`src/rtl/ibi_ctrl.sv`:
```
// ibi_ctrl: target-initiated In-Band Interrupt engine.
// Captures the arbitrated address, walks the Device Address Table with a
// pipelined read/compare, drives ACK/NACK, optionally hands off to the SDR
// payload path, and reports completion to the MCU.
module ibi_ctrl #(
   parameter int NUM_DEV  = 8,
   parameter int DAT_BASE = 'h40,
   parameter int ADDR_W   = 8
) (
   input  logic              i_ibi_clk,
   input  logic              i_ibi_rst_n,
   input  logic              i_ibi_en,
   input  logic              i_ibi_rx_done,
   input  logic [6:0]        i_ibi_rx_addr,
   input  logic              i_ibi_rx_rnw,
   input  logic [7:0]        i_ibi_regf_data,
   input  logic              i_ibi_cfg_payload,
   input  logic              i_ibi_tx_done,
   input  logic              i_ibi_payload_done,
   output logic              o_ibi_rx_en,
   output logic              o_ibi_tx_en,
   output logic [2:0]        o_ibi_tx_mode,
   output logic              o_ibi_regf_rd_en,
   output logic [ADDR_W-1:0] o_ibi_regf_addr,
   output logic              o_ibi_payload_en,
   output logic              o_ibi_done,
   output logic [1:0]        o_ibi_status,
   output logic [6:0]        o_ibi_addr
);

   localparam int IW = $clog2(NUM_DEV + 1);

   localparam logic [2:0] MODE_ACK  = 3'b001;
   localparam logic [2:0] MODE_NACK = 3'b010;

   localparam logic [1:0] ST_NONE = 2'b00;
   localparam logic [1:0] ST_ACC  = 2'b01;
   localparam logic [1:0] ST_REJ  = 2'b10;
   localparam logic [1:0] ST_INV  = 2'b11;

   typedef enum logic [2:0] {
      S_IDLE, S_ADDR, S_CHECK, S_ACK, S_NACK, S_PAYLOAD, S_DONE
   } state_e;

   state_e            state_q;
   logic [IW-1:0]     idx_q;      // next DAT entry to read
   logic [IW-1:0]     idx_d;
   logic [IW-1:0]     cidx_q;     // entry whose data is on i_ibi_regf_data
   logic              pend_q;     // a read was issued last cycle
   logic              rx_en_q, tx_en_q, rd_en_q, payload_en_q, done_q;
   logic [2:0]        tx_mode_q;
   logic [ADDR_W-1:0] regf_addr_q;
   logic [1:0]        status_q;
   logic [6:0]        addr_q;
   logic              hit, last;

   assign idx_d = idx_q + IW'(1);
   assign hit   = (i_ibi_regf_data[6:0] == addr_q);
   assign last  = (cidx_q == IW'(NUM_DEV - 1));

   // Single registered FSM: every output is a flop updated with the state.
   always_ff @(posedge i_ibi_clk or negedge i_ibi_rst_n) begin
      if (!i_ibi_rst_n) begin
         state_q      <= S_IDLE;
         idx_q        <= '0;
         cidx_q       <= '0;
         pend_q       <= 1'b0;
         rx_en_q      <= 1'b0;
         tx_en_q      <= 1'b0;
         tx_mode_q    <= 3'b000;
         rd_en_q      <= 1'b0;
         regf_addr_q  <= '0;
         payload_en_q <= 1'b0;
         done_q       <= 1'b0;
         status_q     <= ST_NONE;
         addr_q       <= '0;
      end else begin
         done_q <= 1'b0;
         pend_q <= rd_en_q;
         cidx_q <= idx_q - IW'(1);
         if (!i_ibi_en && state_q != S_DONE) begin
            // Abort: drop every strobe, keep the last result visible.
            state_q      <= S_IDLE;
            idx_q        <= '0;
            pend_q       <= 1'b0;
            rx_en_q      <= 1'b0;
            tx_en_q      <= 1'b0;
            tx_mode_q    <= 3'b000;
            rd_en_q      <= 1'b0;
            payload_en_q <= 1'b0;
         end else begin
            case (state_q)
               S_IDLE: begin
                  state_q <= S_ADDR;
                  rx_en_q <= 1'b1;
               end
               S_ADDR: begin
                  if (i_ibi_rx_done) begin
                     addr_q  <= i_ibi_rx_addr;
                     rx_en_q <= 1'b0;
                     if (!i_ibi_rx_rnw) begin
                        // Write-direction (incl. hot-join) is never a valid IBI.
                        status_q  <= ST_INV;
                        state_q   <= S_NACK;
                        tx_en_q   <= 1'b1;
                        tx_mode_q <= MODE_NACK;
                     end else begin
                        status_q    <= ST_NONE;
                        state_q     <= S_CHECK;
                        rd_en_q     <= 1'b1;
                        regf_addr_q <= ADDR_W'(DAT_BASE);
                        idx_q       <= IW'(1);
                     end
                  end
               end
               S_CHECK: begin
                  if (pend_q && (hit || last)) begin
                     rd_en_q   <= 1'b0;
                     idx_q     <= '0;
                     tx_en_q   <= 1'b1;
                     if (hit && i_ibi_regf_data[7]) begin
                        status_q  <= ST_ACC;
                        state_q   <= S_ACK;
                        tx_mode_q <= MODE_ACK;
                     end else begin
                        status_q  <= hit ? ST_REJ : ST_INV;
                        state_q   <= S_NACK;
                        tx_mode_q <= MODE_NACK;
                     end
                  end else if (idx_q < IW'(NUM_DEV)) begin
                     // Keep one read in flight ahead of the compare.
                     rd_en_q     <= 1'b1;
                     regf_addr_q <= ADDR_W'(DAT_BASE) + ADDR_W'(idx_q);
                     idx_q       <= idx_d;
                  end else begin
                     rd_en_q <= 1'b0;
                  end
               end
               S_ACK: begin
                  if (i_ibi_tx_done) begin
                     tx_en_q   <= 1'b0;
                     tx_mode_q <= 3'b000;
                     if (i_ibi_cfg_payload) begin
                        state_q      <= S_PAYLOAD;
                        payload_en_q <= 1'b1;
                     end else begin
                        state_q <= S_DONE;
                        done_q  <= 1'b1;
                     end
                  end
               end
               S_NACK: begin
                  if (i_ibi_tx_done) begin
                     tx_en_q   <= 1'b0;
                     tx_mode_q <= 3'b000;
                     state_q   <= S_DONE;
                     done_q    <= 1'b1;
                  end
               end
               S_PAYLOAD: begin
                  if (i_ibi_payload_done) begin
                     payload_en_q <= 1'b0;
                     state_q      <= S_DONE;
                     done_q       <= 1'b1;
                  end
               end
               S_DONE: state_q <= S_IDLE;
               default: state_q <= S_IDLE;
            endcase
         end
      end
   end

   assign o_ibi_rx_en      = rx_en_q;
   assign o_ibi_tx_en      = tx_en_q;
   assign o_ibi_tx_mode    = tx_mode_q;
   assign o_ibi_regf_rd_en = rd_en_q;
   assign o_ibi_regf_addr  = regf_addr_q;
   assign o_ibi_payload_en = payload_en_q;
   assign o_ibi_done       = done_q;
   assign o_ibi_status     = status_q;
   assign o_ibi_addr       = addr_q;

endmodule
```
`config.mk`:
```
export PLATFORM = sky130hd
export DESIGN_NAME = ibi_ctrl
export DESIGN_NICKNAME = d
export VERILOG_FILES = /design/src/rtl/ibi_ctrl.sv
export SDC_FILE = /design/constraint.sdc
export NUM_CORES = 1
export LEC_CHECK = 0
export ABC_AREA = 1
export CAP_MARGIN = 20
export CORE_ASPECT_RATIO = 0.9
export CORE_MARGIN = 3
export CORE_UTILIZATION = 45
export CTS_CLUSTER_DIAMETER = 30
export DETAILED_ROUTE_END_ITERATION = 8
export GPL_TIMING_DRIVEN = 0
export PLACE_DENSITY = 0.83
export SYNTH_ARGS = -nofsm -noshare
export SYNTH_HDL_FRONTEND = slang
export SYNTH_SLANG_ARGS = --single-unit
```
`constraint.sdc`:
```
create_clock -name i_ibi_clk -period 1.9 [get_ports i_ibi_clk]
set_input_delay 0.57 -clock i_ibi_clk [delete_from_list [all_inputs] [get_ports i_ibi_clk]]
set_output_delay 0.57 -clock i_ibi_clk [all_outputs]
set_load 0.01 [all_outputs]
```
==> flow_summary.json, run 1 <==
{
  "clk_latency_ns": 0.29,
  "number_of_placement_rows": 21,
  "met1_usage_pct": 25.7,
  "min_period_over_period_pct": 97.7,
  "postLayoutCellArea_um2": 2540,
  "via_per_inst": 5.00,
  "grt_antenna_before_repair": 0,
  "leakage_power_figure_nw": 1.32,
  "htreeDepth": 2,
  "finalClockSkew_ns": 0.00754,
  "max_freq_mhz": 539,
  "postRouteAntennaNets": 0,
  "cellPowerDensity_nw_per_um2": 1260,
  "gp_congestion": 0.905,
  "grt.busiest_layer": "met2",
  "drive_gt1_share_pct": 13.9,
  "netlist_top_cells_count": "sky130_fd_sc_hd__nand2_1 (84), sky130_fd_sc_hd__dfrtp_1 (33), sky130_fd_sc_hd__inv_1 (33), sky130_fd_sc_hd__nor2_1 (24), sky130_fd_sc_hd__nand3_1 (22)",
  "via_count_of_the_first_global_routing_pass": 1775,
  "placedInstanceArea_um2": 2410,
  "crit_arrival_ns": 2.04,
  "finalNetCount": 340,
  "residual_overflow_from_global_routing": 0,
  "initial_utilization_pct": 48.9,
  "power_switching_mw": 1.34,
  "slew-limit-headroom_pct": 51.6,
  "netlist_top_cells_area": "sky130_fd_sc_hd__dfrtp_1 (43%), sky130_fd_sc_hd__nand2_1 (16%), sky130_fd_sc_hd__inv_1 (6.5%)",
  "cap_violations": 0,
  "ys_async_sr_fraction_pct": 100,
  "path_class": "input port to register",
  "first_pass_detailed_route_iteration_total": 4,
  "slew_violations": 0,
  "die-area_um2": 5080,
  "num_vias": 1811,
  "hold_path.class": "input port to asynchronous set/reset pin",
  "die-height_um": 67.9,
  "hold_viol": 0,
  "yosysMostFrequentCell": "sky130_fd_sc_hd__nand2_1",
  "area_growth_pct": 32.7,
  "timing_worst_slew_pin_value_ns": 0.726,
  "netlist_area_pre_place_um2": 1920,
  "startpoint_type": "input port",
  "place.detailed.hpwl_um": 3220,
  "grt_use_met3_pct": 5.58,
  "cell_accounting_for_the_most_synthesized_area": "sky130_fd_sc_hd__dfrtp_1",
  "clockRootBuffer": "sky130_fd_sc_hd__clkbuf_8",
  "boundaryPins": 48,
  "routed_wl_um": 4250,
  "insertedDiodeCount": 0,
  "grt_setup_unrepaired": "true",
  "synth_edf_count": 0,
  "grt_max_degree": 34,
  "run_status": "completed",
  "final_total_power_mw": 3.19,
  "ys.flop_type": "sky130_fd_sc_hd__dfrtp_1",
  "power.switching_fraction_pct": 41.9,
  "core-area_um2": 3920,
  "synth.lib_cells_used.distinct": 33,
  "power_report.internal_total_mw": 1.85,
  "required_ns": 2.08,
  "wire_per_inst_um": 11.8,
  "end_kind": "register",
  "synth-seq-cells": 33,
  "clkTransAtPathRegs_ns": 0.07,
  "combinational_cell_fraction_of_total_power_pct": 48.9,
  "cts_tree": "built",
  "synth_largest_type_area_fraction_pct": 43.1,
  "critical_path.reg2reg.startpoint": "state_q[0]$_DFFE_PN0P_",
  "avgSynthCellArea_um2": 7.31,
  "die_width_um": 74.8,
  "post_cts_buffers": 0,
  "grt_pass1_wl_um": 7490,
  "grt.met2_usage_pct": 30.2,
  "yosys_warnings": 0,
  "ir_worst_vdd_mv": 0.672,
  "seqPwrFrac_pct": 34.4,
  "drtIter0Drc": 103,
  "fillerInstances": 353,
  "groute.usage.overall_pct": 19.3,
  "crit_path_max_fanout": 6,
  "synthesis.instances": 262,
  "finalSetupViolations": 0,
  "synth_sequential_area_ratio_pct": 43.1,
  "final_period_minus_worst_setup_slack_ns": 1.86,
  "detail_route.drc_violations": 0,
  "tritoncts.num_buffers": 5,
  "worst_r2r_path_depth": 9,
  "placement.io_buffers": 43,
  "clock_path_buffers": 2,
  "critPathLaunch": "i_ibi_regf_data[0]",
  "p_clk_share_pct": 16.7,
  "cts.sinks": 33
}
-- what timing repair did --
item,4_1_cts,5_1_grt
endpoints found under the hold margin,0,0
endpoints found under the setup margin,6,14
gates resized for setup,4,10
hold buffers,0,0
pin swaps,1,1
-- placed cells by master, fill, tap and decap left out, drive strengths merged --
master,n
a21oi,9
a31oi,1
buf,8
clkbuf,6
clkdlybuf4s50,41
clkinv,3
clkinvlp,1
conb,4
dfrtp,33
dlymetal6s2s,1
ha,2
inv,38
mux2,1
nand2,87
nand3,25
nand3b,1
nand4,5
nor2,26
nor3,3
o2111ai,1
o21ai,10
o22ai,1
o31ai,1
or2,1
xnor2,3
xor2,4
-- worst max-delay path, stage by stage --
cell	delay, ns
sky130_fd_sc_hd__clkdlybuf4s50_1	0.53
sky130_fd_sc_hd__xnor2_1	0.14
sky130_fd_sc_hd__nand2_1	0.07
sky130_fd_sc_hd__nor2_1	0.08
sky130_fd_sc_hd__nand2_1	0.08
sky130_fd_sc_hd__nand2_2	0.11
sky130_fd_sc_hd__nand2_4	0.09
sky130_fd_sc_hd__nand3_4	0.13
sky130_fd_sc_hd__nand2_1	0.11
sky130_fd_sc_hd__nand2_1	0.07
sky130_fd_sc_hd__nand2_1	0.06
-- state kept, by name, indices dropped and copies added (netlist names) --
register,count
o_ibi_regf_addr,5
o_ibi_status,2
o_ibi_tx_en,1
pend_q,1
o_ibi_addr,7
o_ibi_tx_mode,2
idx_q,4
cidx_q,4
state_q,3
o_ibi_payload_en,1
o_ibi_done,1
o_ibi_rx_en,1
o_ibi_regf_rd_en,1
-- layer usage --
metal  share of wire (%)  wire length (um)
met1                  47              2000
met3                 4.9               208
met2                  46              1960
met5                   0                 0
met4                 2.0                86
-- path summary, 6_finish.rpt --
| path | slack, ns | endpoint |
|---|---|---|
| max | 0.04 | state_q[0]$_DFFE_PN0P_ |
| min | 0.33 | o_ibi_regf_addr[2]$_DFFE_PN0P_ |
| max reg2reg | 0.30 | o_ibi_tx_mode[0]$_DFFE_PN0P_ |
| min reg2reg | 0.47 | o_ibi_regf_addr[6]$_DFFE_PN0P_ |
| max in group asynchronous | 1.10 | o_ibi_addr[3]$_DFFE_PN0P_ |
| min in group i_ibi_clk | 0.47 | o_ibi_regf_addr[6]$_DFFE_PN0P_ |
-- power groups by stage --
stage	Combinational [mW]	Clock, mW	Sequential, mW
finish	1.56	0.533	1.10
global route	1.75	0.570	1.13
CTS	1.53	0.540	1.10
detailed placement	1.51	0	1.10
global placement	1.48	0	1.10
floorplan	0.908	0	1.15
-- kinds of logic after synthesis --
group           Yosys count  share of synthesized area (%)
xor+xnor                  7                           3.20
mux                       1                          0.588
simple gates            148                           34.7
compound gates           23                           6.47
fa+ha+maj                 2                           1.31
other cells               1                          0.196
buf+inv                  47                           10.4
flops                    33                           43.1
-- cell type report --
cell class | count | area [um^2] | share of cell area (%)
multi-input cells | 185 | 946 | 37.2
flip-flops and latches | 33 | 826 | 32.5
plain buffers | 8 | 51.3 | 2.02
well taps | 46 | 57.6 | 2.26
inverters | 39 | 148 | 5.81
clock inverters | 3 | 17.5 | 0.689
clock buffers | 5 | 68.8 | 2.71
repair buffers | 43 | 428 | 16.8
-- through the flow --
stage               setup TNS, ns  hold slack, ns  setup slack, ns  util, %  instances
floorplan                       0           0.274            0.296        -        265
global route               -0.132           0.398          -0.0350     64.9        362
finish                          0           0.333           0.0444     64.9        362
CTS                             0           0.358           0.0113     64.2        362
detailed placement          -5.25           0.457           -0.432     61.6        354
global placement           -18.73           0.448           -0.425     61.7        354
No activity file was read; power rests on OpenSTA's default activity.
==> run 2: changes to the inputs <==
- CORE_ASPECT_RATIO: 0.9 -> 0.7
- CORE_MARGIN: 3 -> not set
==> run 2 against run 1 <==
  * Clock power is 46% higher
  * Sequential share of layout area down 0.95 points
  * Final area is 3.0% higher
  * Non-clock buffer count is the same
  * Via count grew 0.17%
  * Critical path type unchanged
  * Largest cell class unchanged
==> flow_summary.json, run 2 (synthesis results as in run 1) <==
{
  "run_status": "completed",
  "slew_violations": 0,
  "finalSetupViolations": 0,
  "cts.sinks": 33,
  "initial_utilization_pct": 48.0,
  "detail_route.drc_violations": 0,
  "num_vias": 1814,
  "number_of_placement_rows": 19,
  "area_growth_pct": 36.7,
  "routed_wl_um": 4470,
  "ir_worst_vdd_mv": 0.841,
  "crit_path_max_fanout": 6,
  "cap_violations": 0,
  "placement.io_buffers": 43,
  "tritoncts.num_buffers": 5,
  "timing_worst_slew_pin_value_ns": 0.714,
  "clock_path_buffers": 2,
  "die_width_um": 80.0,
  "postLayoutCellArea_um2": 2620,
  "post_cts_buffers": 0,
  "max_freq_mhz": 547,
  "first_pass_detailed_route_iteration_total": 4,
  "grt_max_degree": 34,
  "most_frequent_standard_cell_in_the_layout_excluding_fill_and_tap_cells": "sky130_fd_sc_hd__nand2_1",
  "boundaryPins": 48,
  "finalNetCount": 340,
  "crit_arrival_ns": 1.99,
  "critPathLaunch": "i_ibi_regf_data[4]",
  "htreeDepth": 2,
  "postRouteAntennaNets": 0,
  "core-area_um2": 3990,
  "clkTransAtPathRegs_ns": 0.07,
  "die-height_um": 56.6,
  "final.hold.worst_slack_ns": 0.340,
  "gp_congestion": 0.917,
  "die-area_um2": 4530,
  "hold_path.class": "input port to asynchronous set/reset pin",
  "startpoint_type": "input port",
  "path_class": "input port to register",
  "finalClockSkew_ns": 0.0119,
  "grt_antenna_before_repair": 0,
  "leakage_power_figure_nw": 1.39,
  "drtIter0Drc": 110,
  "drive_gt1_share_pct": 13.9,
  "insertedDiodeCount": 0,
  "placedInstanceArea_um2": 2420,
  "place.detailed.hpwl_um": 3410,
  "slew-limit-headroom_pct": 52.4,
  "via_per_inst": 4.93,
  "utilization_after_layout_pct": 65.6,
  "final_period_minus_worst_setup_slack_ns": 1.83,
  "wire_per_inst_um": 12.1,
  "fillerInstances": 322,
  "clockRootBuffer": "sky130_fd_sc_hd__clkbuf_8",
  "clk_latency_ns": 0.28,
  "hold_viol": 0,
  "required_ns": 2.06,
  "groute.usage.overall_pct": 22.4,
  "critical_path.reg2reg.startpoint": "state_q[1]$_DFFE_PN0P_",
  "residual_overflow_from_global_routing": 0,
  "via_count_of_the_first_global_routing_pass": 1728,
  "multi_input_comb_area_um2": 955,
  "min_period_over_period_pct": 96.2,
  "largest_register_ffs": 7,
  "grt_pass1_wl_um": 7620,
  "cts_tree": "built",
  "layout.area.seq_um2": 826,
  "final.setup.tns_ns": 0,
  "end_kind": "register",
  "layout_common_cells": "sky130_fd_sc_hd__nand2_1 (79), sky130_fd_sc_hd__clkdlybuf4s50_1 (37), sky130_fd_sc_hd__dfrtp_1 (33)",
  "cellPowerDensity_nw_per_um2": 1320
}
## run 2: cell type report
class                      instances  area share, %
clock inverter                     3           2.48
tap                               52           2.48
clock buffer                       5           2.63
multi-input combinational        185           36.5
buffer                             8           2.05
sequential                        33           31.5
timing repair buffer              43           16.7
inverter                          39           5.64
## run 2: path summary, 6_finish.rpt
kind	to	slack, ns	depth (start not counted)
max	state_q[2]$_DFFE_PN0P_	0.07	11
min	o_ibi_addr[3]$_DFFE_PN0P_	0.34	1
max reg2reg	o_ibi_regf_addr[2]$_DFFE_PN0P_	0.27	10
min reg2reg	o_ibi_regf_addr[6]$_DFFE_PN0P_	0.47	2
max in group asynchronous	cidx_q[2]$_DFF_PN0_	1.10	1
min in group i_ibi_clk	o_ibi_regf_addr[6]$_DFFE_PN0P_	0.47	2
## run 2: stage by stage
stage	worst slack [ns]	total power, mW	std cells
2_1_floorplan	0.296	2.06	265
3_3_place_gp	-0.436	2.57	360
3_5_place_dp	-0.503	2.62	360
4_1_cts	0.0162	3.43	368
5_1_grt	-0.0158	3.73	368
6_report	0.0726	3.46	368
## run 2: worst max-delay path: stages
cell and delay, ns:
sky130_fd_sc_hd__clkdlybuf4s50_1 0.50, sky130_fd_sc_hd__xnor2_2 0.13, sky130_fd_sc_hd__inv_1 0.06, sky130_fd_sc_hd__nor2_1 0.09
sky130_fd_sc_hd__nand2_1 0.09, sky130_fd_sc_hd__nand2_2 0.11, sky130_fd_sc_hd__nand2_4 0.09, sky130_fd_sc_hd__nand3_4 0.11
sky130_fd_sc_hd__nand2_2 0.08, sky130_fd_sc_hd__nand2_1 0.08, sky130_fd_sc_hd__nand2_1 0.06
## run 2: report_power, final
group          switching (mW)  internal [mW]  total (mW)
Combinational           0.886          0.687        1.57
Clock                   0.257          0.521       0.778
Sequential              0.188          0.918        1.11
Total                    1.33           2.13        3.46
## run 2: timing repair
item,in CTS,in global routing
endpoints found under the setup margin,9,14
pin swaps,0,4
hold buffers,0,0
hold endpoints to repair,0,0
gates resized for setup,6,15
## run 2: routing by layer
| layer | vias to the layer above | GRT usage, % | wire, um |
|---|---|---|---|
| met5 | - | 0 | 0 |
| met4 | 0 | 7.14 | 67 |
| met3 | 6 | 5.04 | 258 |
| met2 | 52 | 34.8 | 2050 |
| met1 | 836 | 31.0 | 2090 |
| li1 | 920 | - | - |
